<file path="src/rtl/multi_object_frame_encoder.sv">
// Sequences enabled sprite objects through the image rotator and writes each rotated pixel to SRAM.
// Optional SKIP_UNCHANGED_EN: objects whose angle matches their last fully written angle are skipped.
module multi_object_frame_encoder #(
  parameter int NUM_OBJECTS = 2,
  parameter int IMAGE_SIZE  = 32,
  parameter int ANG_WIDTH   = 9,
  parameter int COLOR_WIDTH = 4,
  parameter int ADDR_WIDTH  = 20,
  parameter int OBJ_W       = (NUM_OBJECTS > 1) ? $clog2(NUM_OBJECTS) : 1
) (
  input  logic                             i_clk,
  input  logic                             i_rst,
  input  logic                             i_start,
  input  logic                             i_abort,
  input  logic [NUM_OBJECTS-1:0]           i_obj_en,
  input  logic [NUM_OBJECTS*ANG_WIDTH-1:0] i_angles,
  output logic                             o_rot_start,
  output logic [ANG_WIDTH-1:0]             o_rot_angle,
  output logic [OBJ_W-1:0]                 o_rot_obj_sel,
  input  logic                             i_rot_valid,
  input  logic [COLOR_WIDTH-1:0]           i_rot_pixel,
  input  logic                             i_rot_opacity,
  output logic                             o_rot_ready,
  output logic                             o_sram_we,
  output logic [ADDR_WIDTH-1:0]            o_sram_addr,
  output logic [COLOR_WIDTH:0]             o_sram_data,
  input  logic                             i_sram_ready,
  output logic [OBJ_W-1:0]                 o_object_id,
  output logic [2*$clog2(IMAGE_SIZE)-1:0]  o_pixel_counter,
  output logic                             o_busy,
  output logic                             o_done
);
  localparam int PIX_W = 2 * $clog2(IMAGE_SIZE);

  typedef enum logic [2:0] {IDLE, LOAD, STREAM, NEXT, DONE} state_t;
  state_t state, state_nxt;

  logic [NUM_OBJECTS-1:0]           mask_q;
  logic [NUM_OBJECTS*ANG_WIDTH-1:0] angles_q;
  logic [OBJ_W-1:0]                 object_id;
  logic [PIX_W-1:0]                 pixel_counter;
  logic                             sram_we;
  logic [ADDR_WIDTH-1:0]            sram_addr;
  logic [COLOR_WIDTH:0]             sram_data;
  logic                             last_pend;
  logic [NUM_OBJECTS-1:0]           start_mask;
  logic                             first_found, next_found;
  logic [OBJ_W-1:0]                 first_idx, next_idx;
  logic                             accept, drain, last_pix, abort;

  assign abort       = i_abort && (state != IDLE);
  assign o_rot_ready = (state == STREAM) && (!sram_we || i_sram_ready);
  assign accept      = i_rot_valid && o_rot_ready;
  assign drain       = sram_we && i_sram_ready;
  assign last_pix    = &pixel_counter;

`ifdef SKIP_UNCHANGED_EN
  logic [NUM_OBJECTS*ANG_WIDTH-1:0] stored_ang;
  logic [NUM_OBJECTS-1:0]           stored_vld;

  always_comb begin
    start_mask = i_obj_en;
    for (int k = 0; k < NUM_OBJECTS; k++) begin
      if (stored_vld[k] && (stored_ang[k*ANG_WIDTH +: ANG_WIDTH] == i_angles[k*ANG_WIDTH +: ANG_WIDTH]))
        start_mask[k] = 1'b0;
    end
  end

  // An object's angle is remembered only once its final pixel has actually reached SRAM.
  always_ff @(posedge i_clk or posedge i_rst) begin
    if (i_rst) begin
      stored_ang <= '0;
      stored_vld <= '0;
    end else if (abort) begin
      stored_vld <= '0;
    end else if (drain && last_pend) begin
      stored_ang[object_id*ANG_WIDTH +: ANG_WIDTH] <= angles_q[object_id*ANG_WIDTH +: ANG_WIDTH];
      stored_vld[object_id]                        <= 1'b1;
    end
  end
`else
  assign start_mask = i_obj_en;
`endif

  always_comb begin
    first_found = 1'b0;
    first_idx   = '0;
    next_found  = 1'b0;
    next_idx    = '0;
    for (int k = NUM_OBJECTS - 1; k >= 0; k--) begin
      if (start_mask[k]) begin
        first_found = 1'b1;
        first_idx   = OBJ_W'(k);
      end
      if (mask_q[k] && (k > int'(object_id))) begin
        next_found = 1'b1;
        next_idx   = OBJ_W'(k);
      end
    end
  end

  always_ff @(posedge i_clk or posedge i_rst) begin
    if (i_rst) state <= IDLE;
    else       state <= state_nxt;
  end

  always_comb begin
    state_nxt = state;
    if (abort) begin
      state_nxt = IDLE;
    end else begin
      case (state)
        IDLE:    if (i_start) state_nxt = first_found ? LOAD : DONE;
        LOAD:    state_nxt = STREAM;
        STREAM:  if (accept && last_pix) state_nxt = NEXT;
        NEXT:    if (!sram_we) state_nxt = next_found ? LOAD : DONE;
        DONE:    if (!i_start) state_nxt = IDLE;
        default: state_nxt = IDLE;
      endcase
    end
  end

  always_ff @(posedge i_clk or posedge i_rst) begin
    if (i_rst) begin
      mask_q        <= '0;
      angles_q      <= '0;
      object_id     <= '0;
      pixel_counter <= '0;
      sram_we       <= 1'b0;
      sram_addr     <= '0;
      sram_data     <= '0;
      last_pend     <= 1'b0;
    end else if (abort) begin
      object_id     <= '0;
      pixel_counter <= '0;
      sram_we       <= 1'b0;
      last_pend     <= 1'b0;
    end else begin
      // Accept overrides drain: the register refills in the same cycle it empties.
      if (accept) begin
        sram_we       <= 1'b1;
        sram_addr     <= ADDR_WIDTH'({object_id, pixel_counter});
        sram_data     <= {i_rot_opacity, i_rot_pixel};
        pixel_counter <= pixel_counter + 1'b1;
        last_pend     <= last_pix;
      end else if (drain) begin
        sram_we   <= 1'b0;
        last_pend <= 1'b0;
      end
      case (state)
        IDLE: if (i_start) begin
          mask_q    <= start_mask;
          angles_q  <= i_angles;
          object_id <= first_idx;
        end
        LOAD:    pixel_counter <= '0;
        NEXT:    if (!sram_we && next_found) object_id <= next_idx;
        default: ;
      endcase
    end
  end

  assign o_rot_start     = (state == LOAD);
  assign o_rot_angle     = angles_q[object_id*ANG_WIDTH +: ANG_WIDTH];
  assign o_rot_obj_sel   = object_id;
  assign o_sram_we       = sram_we;
  assign o_sram_addr     = sram_addr;
  assign o_sram_data     = sram_data;
  assign o_object_id     = object_id;
  assign o_pixel_counter = pixel_counter;
  assign o_busy          = (state == LOAD) || (state == STREAM) || (state == NEXT);
  assign o_done          = (state == DONE);
endmodule

</file>
<file path="config.mk">
export PLATFORM = sky130hd
export DESIGN_NAME = multi_object_frame_encoder
export DESIGN_NICKNAME = d
export VERILOG_FILES = /design/src/rtl/multi_object_frame_encoder.sv
export SDC_FILE = /design/constraint.sdc
export NUM_CORES = 1
export LEC_CHECK = 0
export BUFFER_PORTS_ARGS = -buffer_cell sky130_fd_sc_hd__buf_2
export CAP_MARGIN = 5
export CORE_ASPECT_RATIO = 0.7
export CORE_MARGIN = 2
export CORE_UTILIZATION = 50
export CTS_BUF_LIST = sky130_fd_sc_hd__clkbuf_16
export DETAILED_ROUTE_END_ITERATION = 6
export PLACE_DENSITY = 0.8
export SLEW_MARGIN = 5
export SYNTH_ARGS = -nofsm -noshare
export SYNTH_HDL_FRONTEND = slang
export SYNTH_SLANG_ARGS = --single-unit
</file>
<file path="constraint.sdc">
create_clock -name i_clk -period 2.3 [get_ports i_clk]
set_input_delay 0.46 -clock i_clk [delete_from_list [all_inputs] [get_ports i_clk]]
set_output_delay 0.46 -clock i_clk [all_outputs]
set_load 0.05 [all_outputs]
</file>
Word level (Yosys, flattened, before mapping) --
Index checks and enable logic that the tools add are counted.
Cells by class: bitwise logic cells 1, div/mod/pow operators 0, muxes and demuxes 22, shift operators 1, equal/unequal tests 9, $mul 1, reduce and logical (&&, ||, !) cells 21, add/sub/neg operators 1, order comparisons 1
Operators with widths (number):
- 10-bit 2-to-1 mux | 3
- 3-bit 2-to-1 mux | 7
- 18-bit by 6-bit variable part select with 9-bit output | 1
- 3-bit one-hot mux with 5 select lines | 1
- 3-bit nonzero test | 4
- 10-bit by 1-bit adder with 10-bit output, second input constant | 1
- 1-bit 2-to-1 mux | 10
- 10-bit AND reduction | 1
- 3-bit != test, second input constant | 3
- 1-bit logical AND | 7
- 3-bit by 2-bit == test with 1-bit output, second input constant | 2
- 3-bit by 2-bit != test with 1-bit output, second input constant | 2
- 3-bit AND reduction | 2
- 1-bit by 4-bit multiplier with 5-bit output, second input constant | 1
- 4-bit AND reduction | 1
- 3-bit by 1-bit == test with 1-bit output, second input constant | 1
- 3-bit == test, second input constant | 1
- 3-bit logical NOT | 1
- 1-bit logical OR | 3
- 1-bit one-hot mux with 2 select lines | 1
- 2-bit AND reduction | 1
- 1-bit > comparator, first input constant | 1
- 1-bit logical NOT | 1
- 1-bit NOT | 1
Storage, ports and cells: bits in read-only memories 0, bits in latches 0, output and inout port bits 51, memories 0, logic and storage cells 65, bits in registers 51, memory bits (writable) 0

Longest topological paths before layout --
Gate-level depths: netlist of the first run.
word-level depth 8, gate-level depth with buffers 6, mapped depth without buffers 5

Least setup slack after synthesis of the first run --
No wires, ideal clock.
kind reg2reg, from register state[0], to register pixel_counter[1] (netlist: o_pixel_counter[1]), cell stages (with the launch flop) 5, period minus slack after synthesis 2.518 ns, path slack -0.218 ns, arrival time 2.396 ns, required time 2.178 ns, buffers on the path 1, setup time 0.122 ns, cell sequence dfrtp_1 -> clkbuf_1 -> nor3b_1 -> nor2_1 -> a32o_1
RTL lines:
- start: declaration | line 36 | state_t state, state_nxt;
- start signal: assignment | line 104 | else state <= state_nxt;
- 3-bit by 1-bit == test with 1-bit output (*)
- net o_rot_start | line 17 | output logic o_rot_start,
- 10-bit 2-to-1 mux | line 150 | case (state)
- 10-bit 2-to-1 mux | line 133 | end else if (abort) begin
- end signal: assignment | line 144 | pixel_counter <= pixel_counter + 1'b1;
- end: declaration | line 41 | logic [PIX_W-1:0] pixel_counter;
Mark *: on every way through the listed nets, which the timed path passes. The rest lies on a longest branch. A chain may end at the register's enable or synchronous reset.

Worst setup path after layout of the first run --
from register object_id (netlist: o_object_id), to output port o_rot_angle[2]
Between the ends: cells in the longest elaborated chain, start to end 2
Ends and longest elaborated chain:
- start: declaration | line 40 | logic [OBJ_W-1:0] object_id;
- start signal: assignment | line 154 | object_id <= first_idx;
- start signal: assignment | line 157 | NEXT: if (!sram_we && next_found) object_id <= next_idx;
- 1-bit by 4-bit multiplier with 5-bit output | line 164 | assign o_rot_angle = angles_q[object_id*ANG_WIDTH +: ANG_WIDTH];
- 18-bit by 6-bit variable part select with 9-bit output | line 164
- end: declaration | line 18 | output logic [ANG_WIDTH-1:0] o_rot_angle,
No other way between the ends.

==> reports/metrics.yaml, run 1 <==
hold_path:
  min_path_type: "input port to async pin"
clocking:
  numCtsBuffers: 5
  clk_pin_slew_ps: 70
  clkSinkCount: 50
  h-tree-depth: 2
  hold_buffers: 0
  clock_latency_ps: 290
  cts_tree: "done"
  post-cts-setup-buffers: 0
  clock_path_buffers: 2
  cts_root_buffer: "clkbuf_16"
  cts_resized: 0
placement:
  dp_hpwl_um: 3700
  place_congestion: 0.829
  io_buffers: 72
  dp.cells: 329
global_routing:
  grt_usage_pct: 20.2
  grt_max_degree: 22
  grt_pass1_wl_um: 8290
  globalRouteOverflowTotal: 0
  antenna_found_initial: 0
  first_global_vias: 1826
routing:
  wirelength_um: 4980
  dr_total_vias: 1862
  ant_nets: 0
  drc_errors: 0
  wl_met3_um: 229
  wl_per_cell_um: 14.8
  drtIter0Drc: 128
  drt-pass1-iter-count: 4
  vias_per_cell: 5.53
  wl_met1_um: 2190
  maxUsedRoutingLayer: "met4"
  dr_wl_met2_um: 2490
synth:
  yosysUniqueCellTypes: 39
  synthArstFlopShare_pct: 100
  postSynthCellCount: 204
  synth.top_cell.area_share_pct: 52.2
  seq_area_frac_synth_pct: 52.2
  yosys_warnings: 0
  synth_edf_count: 0
  netlist_area_um2: 2400
  syn_avg_cell_area_um2: 11.8
  synthFlopType: "dfrtp_1"
  synth_area_leader_cell: "dfrtp_1"
  synth_seq_cells: 50
  synth.area.top_cells: "dfrtp_1, mux2_2, buf_4"
final_layout:
  filler_cell_count: 387
  syn2layout_area_growth_pct: 23.1
  register_area_um2: 1250
  stdcell_count: 337
  multi_input_area_um2: 1050
  drive_gt1_share_pct: 48.6
  nets: 311
  diodes: 0
timing:
  worst-slew-pin-transition_ps: 637
  max_freq_mhz: 494
  finalCriticalPeriod_ps: 2020
  fin_crit_sh_pct: 88.0
  setup_viol: 0
  setup_tns_ps: 0
  fin_skew_ps: 5.40
  rsz0062_at_grt: "no"
  slew_viol_final: 0
  slew_headroom_pct: 57.1
  hold_viol: 0
floorplanning:
  start_util_pct: 51.0
  die_h_um: 61.9
  dieArea_um2: 5370
  die_w_um: 86.8
  coreArea_um2: 4700
  rows: 21
  io-pin-count: 82
critical_path:
  cp_data_required_time_ps: 1840
  path_class: "flop to output port"
  endpoint_kind: "output port"
  crit_path_start_kind: "flop"
  cp_max_fo: 14
  arrival_ps: 1560
power:
  seqPwrFrac_pct: 32.5
  p_int_uw: 2240
  ir_drop_v: 0.000953
  leakage_uw: 0.00147
  power_frac_clock_pct: 17.1
  switching_share_pct: 45.2
  power_frac_comb_pct: 50.3
  switching_power_uw: 1840
  powerDensity_nw_per_um2: 1380
flow_run:
  maxCapViolCount: 0
run_status:
  status: "complete, no violations"
## Yosys cell counts (2+ instances only)
cell,instances
nand3_1,7
nor3b_1,2
nand4_1,2
nand2_1,7
clkbuf_1,6
nor3_1,5
nand2b_1,4
nor4_1,3
a31oi_1,3
buf_2,4
nand4b_1,2
mux2_2,44
buf_4,10
inv_1,5
or3_1,4
dfrtp_1,50
and3_1,2
o21ai_0,8
nor2_1,7
and2_1,2
a21oi_1,9
## layout make-up
cell class	instances	area share (%)
inverters	5	0.636
clock buffers	5	4.24
flip-flops and latches	50	42.4
clock inverters	3	0.424
repair buffers	80	14.2
multi-input cells	137	35.6
well taps	57	2.42
## power by group through the flow
stage                     registers (µW)  logic, µW  clock network [µW]
after floorplan                     1590       1390                   0
after global placement              1330       2020                   0
after detailed placement            1350       2060                   0
after CTS                           1330       2070                 713
after global routing                1380       2190                 753
final                               1330       2050                 699
## final timing paths
check	depth (start not counted)	end	start	slack, ps
max	2	o_rot_angle[2]	o_object_id	280
min	2	o_sram_addr[0]	i_rst	80
max reg2reg	4	o_pixel_counter[9]	state[2]	380
min reg2reg	1	o_sram_data[3]	o_sram_data[3]	500
max in group asynchronous	3	o_sram_addr[8]	i_rst	1700
min in group i_clk	2	angles_q[8]	i_angles[8]	400
## cell usage in the layout (no fill, tap or decap), types with 3 or more instances in the layout
master and count:
nand2b_1 4, mux2_2 44, nand2_1 7, buf_4 8
buf_2 72, conb_1 9, or3_1 4, o21ai_0 8
dfrtp_1 50, a31oi_1 3, nand3_1 7, inv_1 5
a21oi_1 9, nor2_1 7, nor3_1 5, clkbuf_16 5
## cells by family after synthesis
kind of cell,Yosys count,synth area share [%]
other,1,0.156
AO/OA/AOI/OAI,28,7.36
buffers and inverters,25,5.69
flip-flops,50,52.2
multiplexers,45,21.1
XOR/XNOR,1,0.365
AND/OR/NAND/NOR,53,12.6
adder cells (fa/ha/maj),1,0.522
## sequential cells by signal (all words and copies together), names as in the netlist
name / flops
angles_q: 18
o_sram_we: 1
state: 3
o_object_id: 1
mask_q: 1
o_pixel_counter: 10
o_sram_addr: 11
o_sram_data: 5
## stage by stage
step / total power [µW] / hold WS (ps) / area [µm²] / utilization [%] / setup WS [ps]
after floorplan: 2980 / 475 / 2430 / - / 323
final: 4080 / 79.3 / 2950 / 62.7 / 277
after CTS: 4110 / 82.4 / 2950 / 62.7 / 252
after detailed placement: 3410 / 389 / 2810 / 59.8 / 402
after global routing: 4320 / 101 / 2950 / 62.7 / 190
after global placement: 3350 / 388 / 2810 / 59.8 / 424
## worst max-delay path, stage by stage (launching register included)
cell	delay (ps)
dfrtp_1	670
mux2_2	390
buf_2	210
## routing by layer
layer | global-route usage, % | vias to the layer above
met5 | 0 | -
met4 | 7.59 | 0
met3 | 4.10 | 7
met2 | 33.6 | 61
met1 | 27.0 | 924
li1 | - | 870
No activity file was read; power rests on OpenSTA's default activity.
==> run 2: changes to the inputs <==
--- a/config.mk
+++ b/config.mk
@@ -9,10 +9,11 @@
 export CAP_MARGIN = 5
 export CORE_ASPECT_RATIO = 0.7
 export CORE_MARGIN = 2
-export CORE_UTILIZATION = 50
+export CORE_UTILIZATION = 45
 export CTS_BUF_LIST = sky130_fd_sc_hd__clkbuf_16
+export CTS_CLUSTER_DIAMETER = 120
 export DETAILED_ROUTE_END_ITERATION = 6
-export PLACE_DENSITY = 0.8
+export PLACE_DENSITY = 0.73
 export SLEW_MARGIN = 5
 export SYNTH_ARGS = -nofsm -noshare
 export SYNTH_HDL_FRONTEND = slang
==> run 2 against run 1 <==
Effect of this change: sequential power is essentially flat; wire length shrank 6.8%; sequential cell count is the same; clock skew is essentially flat; core utilization shrank 5.4 points; hold slack gained 200 ps; critical path type unchanged; largest cell class unchanged.
==> reports/metrics.yaml, run 2 (synthesized netlist as in run 1, its figures left out) <==
clocking:
  cts_root_buffer: "clkbuf_16"
  hold_buffers: 0  # unchanged
  post-cts-setup-buffers: 0  # unchanged
  clock_latency_ps: 280  # about the same
  numCtsBuffers: 5  # unchanged
  h-tree-depth: 2  # unchanged
  clk_pin_slew_ps: 60  # about the same
  clkSinkCount: 50  # unchanged
  clock_path_buffers: 2  # unchanged
  cts_resized: 0  # unchanged
  cts_tree: "done"
critical_path:
  cp_max_fo: 14  # unchanged
  endpoint_kind: "output port"
  startpoint: "o_object_id"
  cp_data_required_time_ps: 1840  # about the same
  reg2regPathDepth: 4  # unchanged
  path_class: "flop to output port"
  arrival_ps: 1550  # about the same
  reg2reg_from: "state[2]"
  crit_path_start_kind: "flop"
timing:
  setup_viol: 0  # unchanged
  hold_viol: 0  # unchanged
  setup_tns_ps: 0  # unchanged
  worst-slew-pin-transition_ps: 675  # +37.9 ps
  max_freq_mhz: 497  # +0.55%
  rsz0062_at_grt: "no"
  slew_viol_final: 0  # unchanged
  finalCriticalPeriod_ps: 2010  # -11.0 ps
  worst_slack_ps: 288  # +11.0 ps
  fin_crit_sh_pct: 87.5  # -0.48 points
  fin_skew_ps: 4.91  # -0.487 ps
  slew_headroom_pct: 54.9  # -2.2 points
routing:
  vias_per_cell: 5.07  # -8.3%
  drt-pass1-iter-count: 4  # unchanged
  dr_total_vias: 1788  # -4.0%
  drtIter0Drc: 69  # -46%
  wl_per_cell_um: 13.1  # -11%
  drc_errors: 0  # unchanged
  ant_nets: 0  # unchanged
  wirelength_um: 4640  # -6.8%
floorplanning:
  dieArea_um2: 5940  # +10%
  rows: 22  # +4.8%
  io-pin-count: 82  # unchanged
  coreArea_um2: 5200  # +11%
  die_h_um: 65.1  # +5.1%
  die_w_um: 91.2  # +5.2%
  start_util_pct: 46.1  # -4.9 points
final_layout:
  syn2layout_area_growth_pct: 24.3
  drive_gt1_share_pct: 48.8  # +0.18 points
  layout_commonest_cell: "buf_2"
  largest_reg_flops: 18  # unchanged
  fin_area_um2: 2980  # +1.0%
  nets: 312  # +0.32%
  regMostFlops: "angles_q"
  diodes: 0  # unchanged
  mostFrequentLayoutCells: "buf_2, dfrtp_1, mux2_2"
global_routing:
  globalRouteOverflowTotal: 0  # unchanged
  grt_util_met1_pct: 24.8  # -2.2 points
  grt_pass1_wl_um: 7860  # -5.2%
  grt_usage_pct: 16.6  # -3.6 points
  first_global_vias: 1616  # -12%
  grt_use_met2_pct: 24.7  # -8.9 points
  grt.met3_usage_pct: 3.49  # -0.61 points
  grt_max_degree: 34  # +55%
  antenna_found_initial: 0  # unchanged
  grt_busiest_layer: "met1"
hold_path:
  min_path_type: "input port to async pin"
power:
  ir_drop_v: 0.000798  # -16%
  powerDensity_nw_per_um2: 1360  # -1.5%
  leakage_uw: 0.00147  # +0.15%
placement:
  place_congestion: 0.768  # -7.4%
  dp_slack_ps: 396  # -5.50 ps
  dp_hpwl_um: 3510  # -5.2%
  io_buffers: 72  # unchanged
  placedInstanceArea_um2: 2840  # +0.93%
flow_run:
  maxCapViolCount: 0  # unchanged
run_status:
  status: "complete, no violations"
run 2: stage by stage:
step                hold WS (ps)  utilization, %  power [µW]  std cells
CTS                          302            57.3        4100        353
finish                       277            57.3        4060        353
detailed placement           489            54.6        3390        345
global route                 352            57.3        4290        353
global placement             483            54.6        3350        345
floorplan                    475               -        2980        212
run 2: cell type report:
class,instances,area [µm²]
well taps,72,90.1
clock buffers,5,125
clock inverters,3,16.3
flip-flops and latches,50,1250
inverters,5,18.8
multi-input cells,137,1050
fillers,481,2220
repair buffers,81,428
run 2: final timing paths:
check                                      to  slack (ps)
setup / recovery               o_rot_angle[0]         290
hold / removal                    angles_q[1]         280
setup reg to reg           o_pixel_counter[9]         380
hold reg to reg                o_sram_data[1]         500
max in group asynchronous           mask_q[1]        1420
min in group i_clk             o_sram_data[4]         410
run 2: worst max-delay path, stage by stage, from the launching register on:
cell and delay (ps):
dfrtp_1 670, mux2_2 400, buf_2 210
run 2: layer usage:
layer	vias to the layer above	routed length [µm]
li1	870	-
met1	851	2320
met2	63	2020
met4	0	46
met3	4	252
met5	-	0
run 2: where the power goes:
| group | leakage [µW] | total (µW) | internal [µW] | switching [µW] |
|---|---|---|---|---|
| Sequential | 0.000642 | 1320 | 1160 | 163 |
| Combinational | 0.000762 | 2040 | 681 | 1360 |
| Clock | 0.0000689 | 696 | 397 | 299 |
